File: src/rtl/iterative_divider_pkg.sv
// Shared types and opcode helpers for the execute-stage iterative divider.
//   ulong_t / long_t : 64-bit unsigned / signed machine words
//   opcode_t         : execute-stage opcodes (ALU ops plus the four divide ops)
//   div_state_t      : divider FSM states
//   isDivOp()        : true for UDIV, UMOD, SDIV, SMOD
//   isSignedDivOp()  : true for SDIV, SMOD
package iterative_divider_pkg;

  localparam int ULONG_W = 64;

  typedef logic        [ULONG_W-1:0] ulong_t;
  typedef logic signed [ULONG_W-1:0] long_t;

  typedef enum logic [3:0] {
    OP_ADD  = 4'd0,
    OP_SUB  = 4'd1,
    OP_MUL  = 4'd2,
    OP_INC  = 4'd3,
    OP_DEC  = 4'd4,
    OP_UDIV = 4'd5,
    OP_UMOD = 4'd6,
    OP_SDIV = 4'd7,
    OP_SMOD = 4'd8
  } opcode_t;

  typedef enum logic [2:0] {
    IDLE  = 3'd0,
    SETUP = 3'd1,
    ITER  = 3'd2,
    FIXUP = 3'd3,
    DONE  = 3'd4
  } div_state_t;

  function automatic logic isDivOp(input opcode_t op);
    return (op == OP_UDIV) || (op == OP_UMOD) || (op == OP_SDIV) || (op == OP_SMOD);
  endfunction

  function automatic logic isSignedDivOp(input opcode_t op);
    return (op == OP_SDIV) || (op == OP_SMOD);
  endfunction

endpackage

File: src/rtl/iterative_divider_div_step.sv
// One combinational radix-2 restoring division step.
//   rem      : current partial remainder (always < divisor)
//   divisor  : divisor magnitude
//   next_bit : next dividend bit shifted into the remainder
//   rem_next : partial remainder after the trial subtraction
//   q_bit    : quotient bit produced by this step
module iterative_divider_div_step #(
  parameter int WIDTH = 64
) (
  input  logic [WIDTH-1:0] rem,
  input  logic [WIDTH-1:0] divisor,
  input  logic             next_bit,
  output logic [WIDTH-1:0] rem_next,
  output logic             q_bit
);

  logic [WIDTH:0]   shifted;
  logic [WIDTH-1:0] diff;

  always_comb begin
    shifted  = {rem, next_bit};
    // Because rem < divisor, shifted < 2*divisor, so whenever the subtraction
    // succeeds its result fits in WIDTH bits and the low-order difference is exact.
    q_bit    = (shifted >= {1'b0, divisor});
    diff     = shifted[WIDTH-1:0] - divisor;
    rem_next = q_bit ? diff : shifted[WIDTH-1:0];
  end

endmodule

File: src/rtl/iterative_divider.sv
// Multi-cycle radix-2 restoring divider (UDIV, UMOD, SDIV, SMOD).
// Optional macro: ITERATIVE_DIVIDER_EARLY_OUT_EN -- skips the leading-zero
// steps of the dividend magnitude; results are identical, latency shorter.
// Ports:
//   clk, rstN                 : clock, asynchronous active-low reset
//   reqValid/reqReady, op,a,b : request channel
//     Handshake: a transfer happens on a rising edge where valid && ready;
//     the producer holds its payload stable while valid is high and ready low.
//   rspValid/rspReady, result : response channel (same handshake rule)
//   divByZero, zero, negative, carry : registered result flags
//   fsm_state                 : current FSM state, for observation
module iterative_divider
  import iterative_divider_pkg::*;
#(
  parameter int WIDTH = 64
) (
  input  logic             clk,
  input  logic             rstN,
  input  logic             reqValid,
  output logic             reqReady,
  input  opcode_t          op,
  input  logic [WIDTH-1:0] a,
  input  logic [WIDTH-1:0] b,
  output logic             rspValid,
  input  logic             rspReady,
  output logic [WIDTH-1:0] result,
  output logic             divByZero,
  output logic             zero,
  output logic             negative,
  output logic             carry,
  output div_state_t       fsm_state
);

  localparam int CNT_W = $clog2(WIDTH);
  localparam logic [WIDTH-1:0] MOST_NEG = {1'b1, {(WIDTH-1){1'b0}}};

  div_state_t       state, next_state;
  opcode_t          op_q;
  logic [WIDTH-1:0] a_q, b_q;
  logic [WIDTH-1:0] b_mag_q;
  logic [WIDTH-1:0] rem_q;
  logic [WIDTH-1:0] dq_q;     // dividend bits shift out the top, quotient bits in at the bottom
  logic [CNT_W-1:0] cnt_q;
  logic             q_neg_q, r_neg_q;
  logic [WIDTH-1:0] result_q;
  logic             dbz_q, zero_q, neg_q;

  // SETUP-stage decode of the latched request
  logic             signed_op, is_mod, b_zero, ovf;
  logic [WIDTH-1:0] a_mag, b_mag;

  always_comb begin
    signed_op = isSignedDivOp(op_q);
    is_mod    = (op_q == OP_UMOD) || (op_q == OP_SMOD);
    b_zero    = (b_q == '0);
    ovf       = signed_op && (a_q == MOST_NEG) && (b_q == '1);
    a_mag     = (signed_op && a_q[WIDTH-1]) ? (~a_q + 1'b1) : a_q;
    b_mag     = (signed_op && b_q[WIDTH-1]) ? (~b_q + 1'b1) : b_q;
  end

`ifdef ITERATIVE_DIVIDER_EARLY_OUT_EN
  localparam int LZ_W = $clog2(WIDTH + 1);
  logic [LZ_W-1:0] lz;

  // Leading zeros of the dividend magnitude; WIDTH when the dividend is 0.
  always_comb begin
    lz = LZ_W'(WIDTH);
    for (int i = 0; i < WIDTH; i++) begin
      if (a_mag[i]) lz = LZ_W'(WIDTH - 1 - i);
    end
  end
`endif

  // Single restoring step
  logic [WIDTH-1:0] step_rem;
  logic             step_q;

  iterative_divider_div_step #(.WIDTH(WIDTH)) u_step (
    .rem      (rem_q),
    .divisor  (b_mag_q),
    .next_bit (dq_q[WIDTH-1]),
    .rem_next (step_rem),
    .q_bit    (step_q)
  );

  // FSM: state register
  always_ff @(posedge clk or negedge rstN) begin
    if (!rstN) state <= IDLE;
    else       state <= next_state;
  end

  // FSM: next state and handshake outputs
  always_comb begin
    next_state = state;
    reqReady   = 1'b0;
    rspValid   = 1'b0;
    case (state)
      IDLE: begin
        reqReady = 1'b1;
        // Non-divide opcodes are consumed here and silently dropped.
        if (reqValid && isDivOp(op)) next_state = SETUP;
      end
      SETUP: begin
        if (b_zero || ovf) begin
          next_state = DONE;
        end else begin
`ifdef ITERATIVE_DIVIDER_EARLY_OUT_EN
          next_state = (lz == LZ_W'(WIDTH)) ? FIXUP : ITER;
`else
          next_state = ITER;
`endif
        end
      end
      ITER:    if (cnt_q == '0) next_state = FIXUP;
      FIXUP:   next_state = DONE;
      DONE: begin
        rspValid = 1'b1;
        if (rspReady) next_state = IDLE;
      end
      default: next_state = IDLE;
    endcase
  end

  // Result selection: special cases resolve in SETUP, normal ones in FIXUP.
  logic             res_load, res_dbz;
  logic [WIDTH-1:0] res_next, q_fix, r_fix;

  always_comb begin
    q_fix    = q_neg_q ? (~dq_q + 1'b1) : dq_q;
    r_fix    = r_neg_q ? (~rem_q + 1'b1) : rem_q;
    res_load = 1'b0;
    res_dbz  = 1'b0;
    res_next = result_q;
    if (state == SETUP && b_zero) begin
      res_load = 1'b1;
      res_dbz  = 1'b1;
      res_next = is_mod ? a_q : '1;
    end else if (state == SETUP && ovf) begin
      res_load = 1'b1;
      res_next = is_mod ? '0 : MOST_NEG;
    end else if (state == FIXUP) begin
      res_load = 1'b1;
      res_next = is_mod ? r_fix : q_fix;
    end
  end

  // Datapath
  always_ff @(posedge clk or negedge rstN) begin
    if (!rstN) begin
      op_q     <= OP_ADD;
      a_q      <= '0;
      b_q      <= '0;
      b_mag_q  <= '0;
      rem_q    <= '0;
      dq_q     <= '0;
      cnt_q    <= '0;
      q_neg_q  <= 1'b0;
      r_neg_q  <= 1'b0;
      result_q <= '0;
      dbz_q    <= 1'b0;
      zero_q   <= 1'b1;
      neg_q    <= 1'b0;
    end else begin
      case (state)
        IDLE: begin
          if (reqValid) begin
            op_q <= op;
            a_q  <= a;
            b_q  <= b;
          end
        end
        SETUP: begin
          b_mag_q <= b_mag;
          q_neg_q <= signed_op && (a_q[WIDTH-1] ^ b_q[WIDTH-1]);
          r_neg_q <= signed_op && a_q[WIDTH-1];
          rem_q   <= '0;
`ifdef ITERATIVE_DIVIDER_EARLY_OUT_EN
          // Leading zero bits yield zero quotient bits and leave the remainder at 0.
          dq_q    <= a_mag << lz;
          cnt_q   <= CNT_W'(WIDTH - 1 - int'(lz));
`else
          dq_q    <= a_mag;
          cnt_q   <= CNT_W'(WIDTH - 1);
`endif
        end
        ITER: begin
          rem_q <= step_rem;
          dq_q  <= {dq_q[WIDTH-2:0], step_q};
          cnt_q <= cnt_q - CNT_W'(1);
        end
        default: ;
      endcase

      if (res_load) begin
        result_q <= res_next;
        dbz_q    <= res_dbz;
        zero_q   <= (res_next == '0);
        neg_q    <= res_next[WIDTH-1];
      end
    end
  end

  assign result    = result_q;
  assign divByZero = dbz_q;
  assign zero      = zero_q;
  assign negative  = neg_q;
  assign carry     = 1'b0;
  assign fsm_state = state;

endmodule

File: config.mk
export PLATFORM = sky130hd
export DESIGN_NAME = iterative_divider
export DESIGN_NICKNAME = d
export VERILOG_FILES = /design/src/rtl/iterative_divider_pkg.sv /design/src/rtl/iterative_divider_div_step.sv /design/src/rtl/iterative_divider.sv
export SDC_FILE = /design/constraint.sdc
export NUM_CORES = 1
export LEC_CHECK = 0
export ABC_AREA = 1
export BUFFER_PORTS_ARGS = -buffer_cell sky130_fd_sc_hd__clkbuf_2
export CAP_MARGIN = 10
export CELL_PAD_IN_SITES_DETAIL_PLACEMENT = 1
export CELL_PAD_IN_SITES_GLOBAL_PLACEMENT = 1
export CORE_MARGIN = 5
export CORE_UTILIZATION = 46
export CTS_BUF_LIST = sky130_fd_sc_hd__clkbuf_2 sky130_fd_sc_hd__clkbuf_4 sky130_fd_sc_hd__clkbuf_8
export DETAILED_ROUTE_END_ITERATION = 12
export PLACE_DENSITY_LB_ADDON = 0.1
export SLEW_MARGIN = 0
export SYNTH_ARGS = -nofsm -noshare
export SYNTH_HDL_FRONTEND = slang
export SYNTH_SLANG_ARGS = --single-unit
File: constraint.sdc
create_clock -name clk -period 3.61 [get_ports clk]
set_clock_uncertainty 0.1 [all_clocks]
set_input_delay 0.361 -clock clk [delete_from_list [all_inputs] [get_ports clk]]
set_output_delay 0.361 -clock clk [all_outputs]
set_load 0.02 [all_outputs]
==> summary.md <==
| Metric | Value |
|---|---|
| Vias in the first global route | approximately 37,000 |
| Die height | roughly 270 µm |
| F_max | between 0.2 and 0.3 GHz |
| CTS tree | built |
| Cell area after synthesis | between 0.03 and 0.04 mm² |
| Layout area overhead | 19.4% |
| Relative slew slack | about 28% |
| Number of distinct library cells after synthesis | 69 |
| Top FF cell, synth | dfrtp_1 |
| Synth Net Count | roughly 4,900 |
| Outcome | finished, violations left |
| Total power | approximately 43 mW |
| Vias per inst | around 6.2 |
| Final GP Congestion | 1.04 |
| Sw power | between 20 and 30 mW |
| Reg2Reg Launch Point | a_q[56] |
| Crit path max-delay family | simple AND/OR/NAND/NOR gates |
| Crit path DAT | 4.22 ns |
| Multiplexer share of the synthesized area | less than 1% |
| Global-route wire length before repair | 236 mm |
| Slowest CP cell | dfrtp_1 |
| Critical Path Source Type | register |
| Post-route cell area | 0.0366 mm² |
| 1st-iter DRT viols | ~4,600 |
| Sequential Power Share | between 20% and 30% |
| Initial core utilization | between 40% and 50% |
| Failing checks | negative setup slack |
| Combinational share of power | between 60 and 70% |
| I/O Pins | 209 |
| Clk sink count | 401 |
| Clock latency on the worst-skew pair | approximately 0.74 ns |
| Final Core Density | a little under three fifths |
| Cells after DPL | around 5,700 |
| DR vias | around 37,000 |
| RSZ-0062 raised after global routing | true |
| Crit Path Max Fanout | 15 |
| Final worst setup slack | -0.0563 ns |
| GR Util All Layers | ~43% |
| Worst min-delay path class | input pin to asynchronous set/reset pin |
| Pre-Repair DR Iteration Count | 6 |
| Syn avg cell area | approximately 6.6 µm² |
| Largest family of logic cells by synthesized area | simple AND/OR/NAND/NOR gates |
| Antenna Nets Post-Route | 0 |
| Routed WL | between 150 and 200 mm |
| Post-Synth XOR/XNOR Area | 4.00% |
| Number of buffers and inverters on the critical path | 1 |
| Leak pwr | 17.6 nW |
| Rows | 94 |
| Post-synthesis cell count | about 4,700 |
| Setup crit start | a_q[56] |
| Clock share of power | roughly an eighth |
| Post-Synth Simple-Gate Area | between 30% and 40% |
| Adder-cell share of the synthesized area | under 10% |
| Antenna violations before repair | 11 |
| Clk pin slew, worst setup/hold paths | 0.07 ns |
| Worst path max stage delay | 0.46 ns |
| Final setup vio count | 1 |
| Routed wire length per instance | around 27 µm |
| Crit share post-route | 102% |
| # nets final | between 5,000 and 6,000 |
| Worst path required time | 4.17 ns |
| Worst path cell trace | nor2_1 -> nand2_1 -> nor2_1 -> nand2_1 -> nor2_1 -> nand2_1 -> nor2_2 -> nand3_2 -> buf_4 -> nand2_1 -> nand2_1 -> o21ai_1 -> nand3_1 -> nor2_1 -> nand2_1 -> nor2_2 -> nand3_1 -> nor2_1 -> nand2_1 -> nand2_1 |
| WS Path Type | register to register |
| R2R setup slack | -0.06 ns |
| Share of cells above drive strength 1 | ~13% |
| Root Buffer | clkbuf_8 |
| Sequential area share after synthesis | 32.7% |
| Ys Warns | 0 |
| PortBufs | 207 |
| Pint | approximately 18 mW |
| Post-route DRC | 0 |
| Die X-Extent | 268 µm |
| H-tree depth | 3 |
| Max Root-Sink Buffers | 3 |
| Tightest Pin Transition | 1.08 ns |
| Hold Violations, Final | 0 |
| Area post-placement | between 0.03 and 0.04 mm² |
| MaxCap Viol Count | 0 |
| Clock buffer count from CTS | around 80 |
| Fin crit period | between 3 and 4 ns |
| Pwr dens | ~1200 mW/mm² |
| Core area | around 0.066 mm² |
| FF-to-FF path depth | 20 |
| Compound-Gate Fraction of Synth Area | between 15 and 20% |
| Largest net degree at the start of global routing | between 100 and 150 |
| Die footprint | 0.0720 mm² |
| GR Overflow Total | 0 |
| Synth Register Bits | 401 |
| Final non-filler cell total | approximately 6,000 |
| Post-synth EDFFs | 0 |
| FFs w/ async S/R, synth | 100% |
| Crit end category | register |
| R2r endpoint | zero |
| Fin. max-slew vios | 0 |
| Top cell by count, worst path | nand2_1 |
| HPWL after DPL | around 120 mm |
| Sw frac | around 58% |
| Pre-CTS setup slack | -0.0117 ns |
| Max VDD drop | 0.000799 V |
## cell families after synthesis
logic type,after synthesis
other,1
and+or+nand+nor,2438
buffers and inverters,751
AOI/OAI and AO/OA,852
xor gates and xnor gates,140
DFF,401
adders and majority gates,72
muxes,25
## area by class of cell
cell class,instances,area (µm²)
fillers,8869,29300
multi-input cells,3529,17900
flip-flops and latches,401,10000
repair buffers,480,3640
inverters,584,2200
clock buffers,112,1430
well taps,864,1080
clock inverters,27,363
diodes,7,17.5
## state kept, by name, summed over array words and instances, names as in the netlist
register	flops
divByZero	1
zero	1
result	64
r_neg_q	1
dq_q	64
fsm_state	3
b_mag_q	64
a_q	64
op_q	4
rem_q	64
cnt_q	6
q_neg_q	1
b_q	64
## power groups by stage
stage | logic, mW | clock network (mW) | registers (mW)
detailed placement | 26.2 | 0 | 9.53
finish | 28.0 | 5.49 | 9.83
global placement | 25.7 | 0 | 9.46
global route | 30.0 | 5.67 | 9.89
CTS | 26.6 | 5.41 | 9.49
floorplan | 16.4 | 0 | 8.66
## worst max path at each step
stage                      endpoint  slack (ns)  cells past startpoint
after global routing           zero       -0.07                     21
final                          zero       -0.06                     20
after CTS                      zero        0.02                     18
after global placement         zero        0.06                     20
after floorplan           rem_q[44]        0.93                     21
after detailed placement       zero       -0.01                     20
## per-layer routing
| layer | part of all wire [%] | track usage, % | vias to the layer above |
|---|---|---|---|
| li1 | - | - | 16200 |
| met1 | 42 | 60.7 | 18400 |
| met2 | 42 | 64.7 | 2342 |
| met3 | 11 | 11.0 | 507 |
| met4 | 4.7 | 15.0 | 4 |
| met5 | 0.014 | 0 | - |
## Yosys cell counts, drive strengths merged (19+ instances only)
cell type  instances  area, µm²
nand3            414       2120
dfrtp            400      10000
o221ai            54        473
nand2           1047       3960
nor4              23        144
xnor2             40        350
ha                71        888
o22ai             20        125
buf               74        418
clkbuf            93        359
a21oi            293       1470
a31oi             19        119
o211ai            21        158
or2               19        121
nand4            105        697
mux2              25        282
inv              583       2190
nor3              58        349
o21bai            21        161
o21ai            376       1890
nor2             758       2970
xor2             100        876
## metrics by stage
step	TNS [ns]	hold slack (ns)
floorplan	0	-0.0346
global placement	0	0.350
detailed placement	-0.0117	0.353
CTS	0	0.197
global route	-0.147	0.245
finish	-0.0563	0.188
## worst register-to-register path, cell delays in order (launching register included)
cell	delay (ns)
dfrtp_1	0.46
nor2_1	0.22
nand2_1	0.23
nor2_1	0.16
nand2_1	0.12
nor2_1	0.18
nand2_1	0.08
nor2_2	0.11
nand3_2	0.17
buf_4	0.30
nand2_1	0.11
nand2_1	0.05
o21ai_1	0.13
nand3_1	0.13
nor2_1	0.21
nand2_1	0.11
nor2_2	0.22
nand3_1	0.17
nor2_1	0.18
nand2_1	0.07
nand2_1	0.06
## timing repair
action                                  CTS  global route
hold endpoints to repair                222             0
endpoints found under the setup margin    1            46
setup buffers                             0             9
gates cloned                              0             1
hold buffers                            135             0
gates resized for setup                   3            38
pin swaps                                 0             5
## placed cells by master (no fill, tap or decap), types with 20 or more instances in the layout
cell type / count
nand2_1: 1031
nor2_1: 706
inv_1: 558
nand3_1: 399
dfrtp_1: 395
o21ai_0: 351
a21oi_1: 291
clkbuf_2: 206
dlygate4sd3_1: 135
buf_4: 121
nand4_1: 100
xor2_1: 100
clkbuf_8: 94
ha_1: 71
o221ai_1: 54
nor3_1: 47
xnor2_1: 40
nor2_2: 39
mux2_2: 25
o21ai_1: 24
nor4_1: 22
inv_2: 21
o211ai_1: 21
o22ai_1: 20
(Power assumes the default switching activity.)
